`config.mk`:
```
export PLATFORM = sky130hd
export DESIGN_NAME = multicycle_sequencer
export DESIGN_NICKNAME = d
export VERILOG_FILES = /design/src/rtl/multicycle_sequencer.sv
export SDC_FILE = /design/constraint.sdc
export NUM_CORES = 1
export LEC_CHECK = 0
export CELL_PAD_IN_SITES_DETAIL_PLACEMENT = 2
export CELL_PAD_IN_SITES_GLOBAL_PLACEMENT = 2
export CORE_MARGIN = 2
export CORE_UTILIZATION = 39
export DETAILED_ROUTE_END_ITERATION = 10
export DONT_BUFFER_PORTS = 1
export GPL_ROUTABILITY_DRIVEN = 0
export PLACE_DENSITY_LB_ADDON = 0.1
export SLEW_MARGIN = 15
export SYNTH_ARGS = -nofsm -noshare
export SYNTH_HDL_FRONTEND = slang
export SYNTH_SLANG_ARGS = --single-unit
```
`constraint.sdc`:
```
create_clock -name clk -period 2.4 [get_ports clk]
set_input_delay 0.72 -clock clk [delete_from_list [all_inputs] [get_ports clk]]
set_output_delay 0.72 -clock clk [all_outputs]
set_load 0.005 [all_outputs]
```
`src/rtl/multicycle_sequencer.sv`:
```
// Multi-cycle RV32I controller: steps FETCH/DECODE/EXECUTE/MEM/WB, gates decoder
// write enables into the correct cycle, traps on illegal opcodes and memory timeouts.
module multicycle_sequencer #(
  parameter int TIMEOUT = 16,
  parameter int CNT_W   = 32
) (
  input  logic             clk,
  input  logic             rst,
  input  logic [6:0]       opcode,
  input  logic             dec_reg_we,
  input  logic             dec_ram_we,
  input  logic             dec_br_en,
  input  logic             br_taken,
  input  logic             imem_ready,
  input  logic             dmem_ready,
  output logic             imem_req,
  output logic             ir_load,
  output logic             dmem_req,
  output logic             ram_we,
  output logic             reg_we,
  output logic             pc_enable,
  output logic             pc_sel_branch,
  output logic [2:0]       state,
  output logic             illegal_op,
  output logic             bus_timeout,
  output logic [CNT_W-1:0] retired
);

  localparam int WAIT_W = $clog2(TIMEOUT);
  localparam logic [WAIT_W-1:0] WAIT_LAST = WAIT_W'(TIMEOUT - 1);

  localparam logic [2:0] S_IDLE    = 3'd0;
  localparam logic [2:0] S_FETCH   = 3'd1;
  localparam logic [2:0] S_DECODE  = 3'd2;
  localparam logic [2:0] S_EXECUTE = 3'd3;
  localparam logic [2:0] S_MEM     = 3'd4;
  localparam logic [2:0] S_WB      = 3'd5;
  localparam logic [2:0] S_TRAP    = 3'd7;

  localparam logic [1:0] C_ALU    = 2'd0;
  localparam logic [1:0] C_LOAD   = 2'd1;
  localparam logic [1:0] C_STORE  = 2'd2;
  localparam logic [1:0] C_BRANCH = 2'd3;

  // Returns {legal, class} for an opcode.
  function automatic logic [2:0] classify(input logic [6:0] op);
    case (op)
      7'b0110011, 7'b0010011: classify = {1'b1, C_ALU};
      7'b0000011:             classify = {1'b1, C_LOAD};
      7'b0100011:             classify = {1'b1, C_STORE};
      7'b1100011:             classify = {1'b1, C_BRANCH};
      default:                classify = {1'b0, C_ALU};
    endcase
  endfunction

  logic [2:0]        cur_state;
  logic [2:0]        nxt_state;
  logic [2:0]        op_info;
  logic [1:0]        cls;
  logic              reg_we_lat;
  logic              ram_we_lat;
  logic              br_en_lat;
  logic [WAIT_W-1:0] wait_cnt;
  logic              fetch_expire;
  logic              mem_expire;
  logic [CNT_W-1:0]  retired_cnt;
  logic              illegal_r;
  logic              timeout_r;

  assign op_info      = classify(opcode);
  assign fetch_expire = (cur_state == S_FETCH) && !imem_ready && (wait_cnt == WAIT_LAST);
  assign mem_expire   = (cur_state == S_MEM) && !dmem_ready && (wait_cnt == WAIT_LAST);

  assign state       = cur_state;
  assign retired     = retired_cnt;
  assign illegal_op  = illegal_r;
  assign bus_timeout = timeout_r;

  // State register.
  always_ff @(posedge clk or posedge rst) begin
    if (rst) begin
      cur_state <= S_IDLE;
    end else begin
      cur_state <= nxt_state;
    end
  end

  // Next-state logic; a ready seen in the final wait cycle beats the timeout.
  always_comb begin
    nxt_state = cur_state;
    case (cur_state)
      S_IDLE:   nxt_state = S_FETCH;
      S_FETCH: begin
        if (imem_ready) begin
          nxt_state = S_DECODE;
        end else if (fetch_expire) begin
          nxt_state = S_TRAP;
        end else begin
          nxt_state = S_FETCH;
        end
      end
      S_DECODE: begin
        if (op_info[2]) begin
          nxt_state = S_EXECUTE;
        end else begin
          nxt_state = S_TRAP;
        end
      end
      S_EXECUTE: begin
        case (cls)
          C_BRANCH:         nxt_state = S_FETCH;
          C_LOAD, C_STORE:  nxt_state = S_MEM;
          default:          nxt_state = S_WB;
        endcase
      end
      S_MEM: begin
        if (dmem_ready) begin
          if (cls == C_STORE) begin
            nxt_state = S_FETCH;
          end else begin
            nxt_state = S_WB;
          end
        end else if (mem_expire) begin
          nxt_state = S_TRAP;
        end else begin
          nxt_state = S_MEM;
        end
      end
      S_WB:     nxt_state = S_FETCH;
      S_TRAP:   nxt_state = S_TRAP;
      default:  nxt_state = S_TRAP;
    endcase
  end

  // Output decode; enables are forced low in every state not listed.
  always_comb begin
    imem_req      = 1'b0;
    ir_load       = 1'b0;
    dmem_req      = 1'b0;
    ram_we        = 1'b0;
    reg_we        = 1'b0;
    pc_enable     = 1'b0;
    pc_sel_branch = 1'b0;
    case (cur_state)
      S_FETCH: begin
        imem_req = 1'b1;
        ir_load  = imem_ready;
      end
      S_EXECUTE: begin
        if (cls == C_BRANCH) begin
          pc_enable     = 1'b1;
          pc_sel_branch = br_taken & br_en_lat;
        end else begin
          pc_enable     = 1'b0;
        end
      end
      S_MEM: begin
        dmem_req  = 1'b1;
        ram_we    = ram_we_lat;
        pc_enable = dmem_ready && (cls == C_STORE);
      end
      S_WB: begin
        reg_we    = reg_we_lat;
        pc_enable = 1'b1;
      end
      default: begin
        imem_req = 1'b0;
      end
    endcase
  end

  // Instruction-class latch, wait counter, sticky traps and retire counter.
  always_ff @(posedge clk or posedge rst) begin
    if (rst) begin
      cls         <= C_ALU;
      reg_we_lat  <= 1'b0;
      ram_we_lat  <= 1'b0;
      br_en_lat   <= 1'b0;
      wait_cnt    <= '0;
      illegal_r   <= 1'b0;
      timeout_r   <= 1'b0;
      retired_cnt <= '0;
    end else begin
      if (cur_state == S_DECODE) begin
        cls        <= op_info[1:0];
        reg_we_lat <= dec_reg_we;
        ram_we_lat <= dec_ram_we;
        br_en_lat  <= dec_br_en;
      end
      if (nxt_state != cur_state) begin
        wait_cnt <= '0;
      end else if (((cur_state == S_FETCH) && !imem_ready) ||
                   ((cur_state == S_MEM) && !dmem_ready)) begin
        wait_cnt <= wait_cnt + WAIT_W'(1);
      end
      if ((cur_state == S_DECODE) && !op_info[2]) begin
        illegal_r <= 1'b1;
      end
      if (fetch_expire || mem_expire) begin
        timeout_r <= 1'b1;
      end
      if (pc_enable) begin
        retired_cnt <= retired_cnt + CNT_W'(1);
      end
    end
  end

endmodule
```
==> results.md, run 1 <==
- CP required: ~1.7 ns
- Worst Tran Pin Value: between 0.4 and 0.5 ns
- Post-CTS Setup Bufs: 0
- Hold buffers post-CTS: 0
- Max_slew headroom: 68.4%
- Synthesized cell area: 2360 um^2
- DIE AREA: 6690 um^2
- Combinational Power Share: 2.0%
- Skew-Pair Late Insertion Delay: 0.30 ns
- Initial antenna violation count: 0
- Fin. Hold Viols: 0
- Pwr dens: around 540 nW/um^2
- Clock Skews: 0.00740 ns
- CP max FO: 15
- GR Util All Layers: about a fifth
- Chip Width: between 80 and 90 um
- Fin crit period: 2.22 ns
- Hold WS: slightly above 0.3 ns
- Detailed-route via count: 1730
- Crit start category: flip-flop
- Critical Path AT: ~1.5 ns
- Tcrit/Tclk final: just over 90%
- Max clock buf depth: 2
- Die H: 81.8 um
- Post-synth top area share: about half
- Nets: between 200 and 250
- FF-to-FF End: wait_cnt[1]
- R2R depth: 4
- Slew Limit Fails: 0
- Final wirelength: between 6000 and 7000 um
- Fillers: 632
- N_diodes: 0
- Max frequency: about 450 MHz
- Drt via density: between 5 and 6
- First-pass GRT wire length: 10200 um
- Post-synth EDFFs: 0
- Max-Cap Viols: 0
- Worst R2R Setup Slack: between 0.4 and 0.5 ns
- TritonCTS Sinks: 46
- Status: finished clean
- Worst Setup End Kind: output port
- WL per Instance: approximately 20 um
- Peak VDD IR: between 0.0002 and 0.00025 V
- Finished Core Util: between 40% and 50%
- Antenna Nets Post-Route: 0
- HPWL after detailed placement: around 4500 um
- Cell area after layout: 2570 um^2
- Cell Area, Placed: about 2500 um^2
- Synthesized net count: roughly 240
- Total core area: 5890 um^2
- Yosys warns: 0
- CTS tree: yes
- Main synth FF type: dfrtp_1
- Post-synth cell types: 40
- Unrepaired setup endpoints after global routing: no
- Residual DRC count: 0
- I/O pins: ~60
- Commonest non-fill, non-tap cell in the layout: dfrtp_1
- Biggest area consumer among synthesized cells: dfrtp_1
- Clock Pin Slew Worst Setup and Hold Paths: approximately 0.090 ns
- CTS buffer count: 5
- Vias in the first global route: between 1500 and 2000
- Htree depth: 2
- Worst min path class: in2async
- Post-CTS Resized: 0
- Clock power share: 42.3%
- GRT overflow: 0
- Area Overhead vs Synth: 8.74%
- Post-synth ARST share: 100%
- Starting Density: approximately two fifths
- Cells taking the most area after synthesis: dfrtp_1, xnor2_1, nand4_1
- Post-synthesis sequential area ratio: 48.8%
- Static leakage: between 1 and 1.5 nW
- Count of input and output buffers: 0
- Share of cells above drive strength 1: 11.8%
- Gate Count Post-Synth: 224
- Avg Cell Area, Syn: ~11 um^2
- Most frequent cells in the layout: dfrtp_1, xnor2_1, nand4_1, nand2_1, nand3_1
- Largest net degree at the start of global routing: 26
- Sequential power share: a little under three fifths
- NetSw: about 0.3 mW
- P_int: between 1 and 1.5 mW
- Critical path class: reg2out
- Row cnt: 28
- Clk root buf: clkbuf_8
- # setup viols final: 0
- Launch point of the worst reg-to-reg path: state[0]
- 1st-iter DRT viols: 76
- Sw frac: 21.5%
- Setup tns final: 0 ns
- #FFs+latches synth: 46
- Pre-antenna DRT Iters: 4
- Total power draw: 1.40 mW
-- cells in the mapped netlist, drive strengths merged, types with 2 or more instances --
master and instances:
a211oi 3, a21oi 3, and2 7, and3 7, and4 5, buf 8
clkbuf 2, dfrtp 46, ha 5, inv 6, mux2 4, nand2 16
nand2b 4, nand3 12, nand3b 2, nand4 20, nand4b 2, nor2 10
nor3 4, o21ai 10, o22ai 2, or3b 2, xnor2 34
-- logic make-up (layout without fill, tap and decap cells) --
logic type / count (synthesis) / count (layout) / synth area share, %
adders and majority gates: 5 / 5 / 2.65
DFF: 46 / 46 / 48.8
buffers and inverters: 16 / 21 / 3.18
AOI/OAI and AO/OA: 23 / 23 / 6.36
muxes: 5 / 5 / 2.33
xor gates and xnor gates: 35 / 35 / 13.0
and+or+nand+nor: 94 / 94 / 23.7
-- stage by stage --
stage,cells,setup WS (ns)
after global routing,304,0.0691
after CTS,304,0.155
after floorplan,224,0.323
after global placement,296,0.498
final,304,0.177
after detailed placement,296,0.466
-- worst max-delay path, cell delays in order, from the launching register on --
cell and delay, ns:
dfrtp_1 0.63, nand2b_1 0.19, nor2_1 0.21, and2_1 0.17
-- flip-flops by register name (all words and copies together), names as in the netlist --
name,cells
cls,2
ram_we_lat,1
state,3
wait_cnt,4
br_en_lat,1
retired,32
illegal_op,1
bus_timeout,1
reg_we_lat,1
-- power groups by stage --
stage,logic (mW),registers [mW],clock network (mW)
after floorplan,0.0201,0.794,0
after global placement,0.0267,0.794,0
after detailed placement,0.0291,0.794,0
after CTS,0.0291,0.779,0.614
after global routing,0.0323,0.780,0.646
final,0.0273,0.779,0.591
-- worst max path at each step --
stage | startpoint | end | slack, ns | depth (start not counted)
final | state[2] | ram_we | 0.18 | 3
after global routing | state[2] | ram_we | 0.07 | 3
after CTS | state[2] | ram_we | 0.16 | 3
after detailed placement | imem_ready | wait_cnt[1] | 0.47 | 4
after global placement | imem_ready | wait_cnt[1] | 0.50 | 4
after floorplan | dmem_ready | pc_enable | 0.32 | 3
-- metal layers --
| metal | track usage [%] | wire, um |
|---|---|---|
| met4 | 6.17 | 82 |
| met2 | 34.3 | 3070 |
| met5 | 0 | 0 |
| met1 | 25.1 | 2610 |
| met3 | 6.81 | 419 |
-- layout make-up --
type                            instances  area, um^2  area share [%]
Clock buffer                            5        68.8            2.68
Clock inverter                          3        43.8            1.71
Inverter                                6        22.5           0.877
Multi-Input combinational cell        162        1130            44.2
Sequential cell                        46        1150            44.8
Tap cell                               75        93.8            3.65
Timing Repair Buffer                    7        52.6            2.05
Power figures use the tool's default switching activity.
==> run 2, diff against run 1 <==
--- a/config.mk
+++ b/config.mk
@@ -8,11 +8,14 @@
 export CELL_PAD_IN_SITES_DETAIL_PLACEMENT = 2
 export CELL_PAD_IN_SITES_GLOBAL_PLACEMENT = 2
 export CORE_MARGIN = 2
-export CORE_UTILIZATION = 39
+export CORE_UTILIZATION = 41
+export CTS_BUF_LIST = sky130_fd_sc_hd__clkbuf_2 sky130_fd_sc_hd__clkbuf_4 sky130_fd_sc_hd__clkbuf_8
 export DETAILED_ROUTE_END_ITERATION = 10
 export DONT_BUFFER_PORTS = 1
 export GPL_ROUTABILITY_DRIVEN = 0
 export PLACE_DENSITY_LB_ADDON = 0.1
+export SETUP_SLACK_MARGIN = 0.2
+export SKIP_LAST_GASP = 1
 export SLEW_MARGIN = 15
 export SYNTH_ARGS = -nofsm -noshare
 export SYNTH_HDL_FRONTEND = slang
==> run 2 against run 1 <==
Setup slack gained 0.13 ns. Global-route usage down 0.51 points. Via count rose by 0.17%. Die area shrank 4.6%. Non-clock buffer count unchanged. Sequential power barely moved. Sequential share of layout area up 0.61 points. Wire length decreased by 5.5%. Critical endpoint is now pc_sel_branch.
==> results.md, run 2 (same netlist as run 1, synthesis figures left out) <==
- Die H: 79.9 um (was 81.8 um)
- Max clock buf depth: 2 (unchanged)
- Residual DRC count: 0 (unchanged)
- Worst Setup End Kind: output port (unchanged)
- Antenna Nets Post-Route: 0 (unchanged)
- GRT overflow: 0 (unchanged)
- Largest net degree at the start of global routing: 25 (was 26)
- Static leakage: 1.10 nW (was 1.12 nW)
- Status: finished clean (unchanged)
- Skew-Pair Late Insertion Delay: 0.29 ns (was 0.30 ns)
- Crit start category: flip-flop (unchanged)
- Most frequent cells in the layout: dfrtp_1, xnor2_1, nand4_1, nand2_1, nand3_1 (unchanged)
- WL per Instance: 19.5 um (was 20.3 um)
- Pre-antenna DRT Iters: 4 (unchanged)
- Commonest non-fill, non-tap cell in the layout: dfrtp_1 (unchanged)
- Final non-filler cell total: 300 (was 304)
- Peak VDD IR: 0.000232 V (was 0.000222 V)
- Final wirelength: 5840 um (was 6180 um)
- Area Overhead vs Synth: 7.52% (was 8.74%)
- Unrepaired setup endpoints after global routing: no (unchanged)
- Fin crit period: 2.09 ns (was 2.22 ns)
- Detailed-route via count: 1733 (was 1730)
- First-pass GRT wire length: 9890 um (was 10200 um)
- Pwr dens: 493 nW/um^2 (was 544 nW/um^2)
- Max-Cap Viols: 0 (unchanged)
- 1st-iter DRT viols: 48 (was 76)
- Nets: 248 (unchanged)
- CP max FO: 15 (unchanged)
- Starting Density: 42.6% (was 40.1%)
- Worst min path class: in2async (unchanged)
- Largest register FFs: 32 (unchanged)
- Worst Tran Pin Value: 0.493 ns (was 0.473 ns)
- Drt via density: 5.78 (was 5.69)
- Max_slew headroom: 67.1% (was 68.4%)
- DIE AREA: 6380 um^2 (was 6690 um^2)
- CTS tree: yes (unchanged)
- Critical path class: reg2out (unchanged)
- Setup tns final: 0 ns (unchanged)
- Share of cells above drive strength 1: 13.2% (was 11.8%)
- GR Util All Layers: 20.0% (was 20.5%)
- Clk root buf: clkbuf_8 (unchanged)
- Vias in the first global route: 1928 (was 1937)
- HPWL after detailed placement: 4420 um (was 4470 um)
- Initial antenna violation count: 0 (unchanged)
- CP required: 1.68 ns (about the same)
- Critical Path AT: 1.37 ns (was 1.50 ns)
- Row cnt: 27 (was 28)
- CTS buffer count: 5 (unchanged)
- Clock Skews: 0.00643 ns (was 0.00740 ns)
- Max frequency: 478 MHz (was 450 MHz)
- Slew Limit Fails: 0 (unchanged)
- Fillers: 614 (was 632)
- Total core area: 5540 um^2 (was 5890 um^2)
- TritonCTS Sinks: 46 (unchanged)
- I/O pins: 59 (unchanged)
- # setup viols final: 0 (unchanged)
- Fin. Hold Viols: 0 (unchanged)
- Count of input and output buffers: 0 (unchanged)
- Htree depth: 2 (unchanged)
- Placed cell count: 293 (was 296)
- Clock Pin Slew Worst Setup and Hold Paths: 0.08 ns (was 0.09 ns)
- Chip Width: 79.9 um (was 81.8 um)
- Tcrit/Tclk final: 87.3% (was 92.6%)
- N_diodes: 0 (unchanged)
## run 2: changes by cell type in the layout (fill, tap and decap cells not counted)
cell	delta
dfrtp_2	+2
bufinv_16	-1
nor2_2	+1
inv_6	-1
a21oi_1	-1
dfrtp_1	-2
a21oi_2	+1
nor2_1	-1
clkinv_2	+1
## run 2: metrics by stage
stage | hold slack [ns] | total power [mW] | cell area [um^2] | util, % | setup WS, ns
floorplan | 0.451 | 0.814 | 2360 | - | 0.323
CTS | 0.328 | 1.28 | 2540 | 45.8 | 0.285
detailed placement | 0.492 | 0.823 | 2450 | 44.2 | 0.420
finish | 0.323 | 1.25 | 2540 | 45.8 | 0.306
global route | 0.346 | 1.31 | 2540 | 45.8 | 0.224
global placement | 0.484 | 0.821 | 2450 | 44.2 | 0.498
## run 2: layout make-up
class / count / area (um^2) / area share, %
Sequential cell: 46 / 1150 / 45.4
Tap cell: 72 / 90.1 / 3.55
Clock buffer: 5 / 68.8 / 2.71
Inverter: 6 / 22.5 / 0.887
Timing Repair Buffer: 7 / 52.6 / 2.07
Clock inverter: 2 / 10.0 / 0.394
Multi-Input combinational cell: 162 / 1140 / 44.9
## run 2: path summary, 6_finish.rpt
check | start | end | slack, ns | cells past startpoint
setup / recovery | state[2] | pc_sel_branch | 0.31 | 2
hold / removal | rst | retired[13] | 0.32 | 1
setup reg to reg | state[0] | wait_cnt[1] | 0.59 | 4
hold reg to reg | illegal_op | illegal_op | 0.50 | 1
max in group asynchronous | rst | state[2] | 1.46 | 2
min in group clk | illegal_op | illegal_op | 0.50 | 1
## run 2: worst max-delay path, cell delays in order, from the launching register on
cell and delay [ns]:
dfrtp_2 0.51, nand4b_1 0.35, nor2_1 0.22
## run 2: routing by layer
metal	vias to the layer above	routed length [um]	part of all wire [%]	GRT usage (%)
met3	7	407	7.0	7.35
li1	792	-	-	-
met5	-	0	0	0
met1	884	2550	44	24.8
met4	0	48	0.82	4.07
met2	50	2830	48	33.5
## run 2: timing repair
item | CTS | global route
endpoints found under the setup margin | 3 | 1
hold buffers | 0 | 0
gates resized for setup | 3 | 1
hold endpoints to repair | 0 | 0
setup buffers | 0 | 0
## run 2: where the power goes
part | total, mW | switching, mW | internal [mW]
clock network | 0.445 | 0.249 | 0.196
logic | 0.0273 | 0.0190 | 0.00830
registers | 0.779 | 0.00148 | 0.777
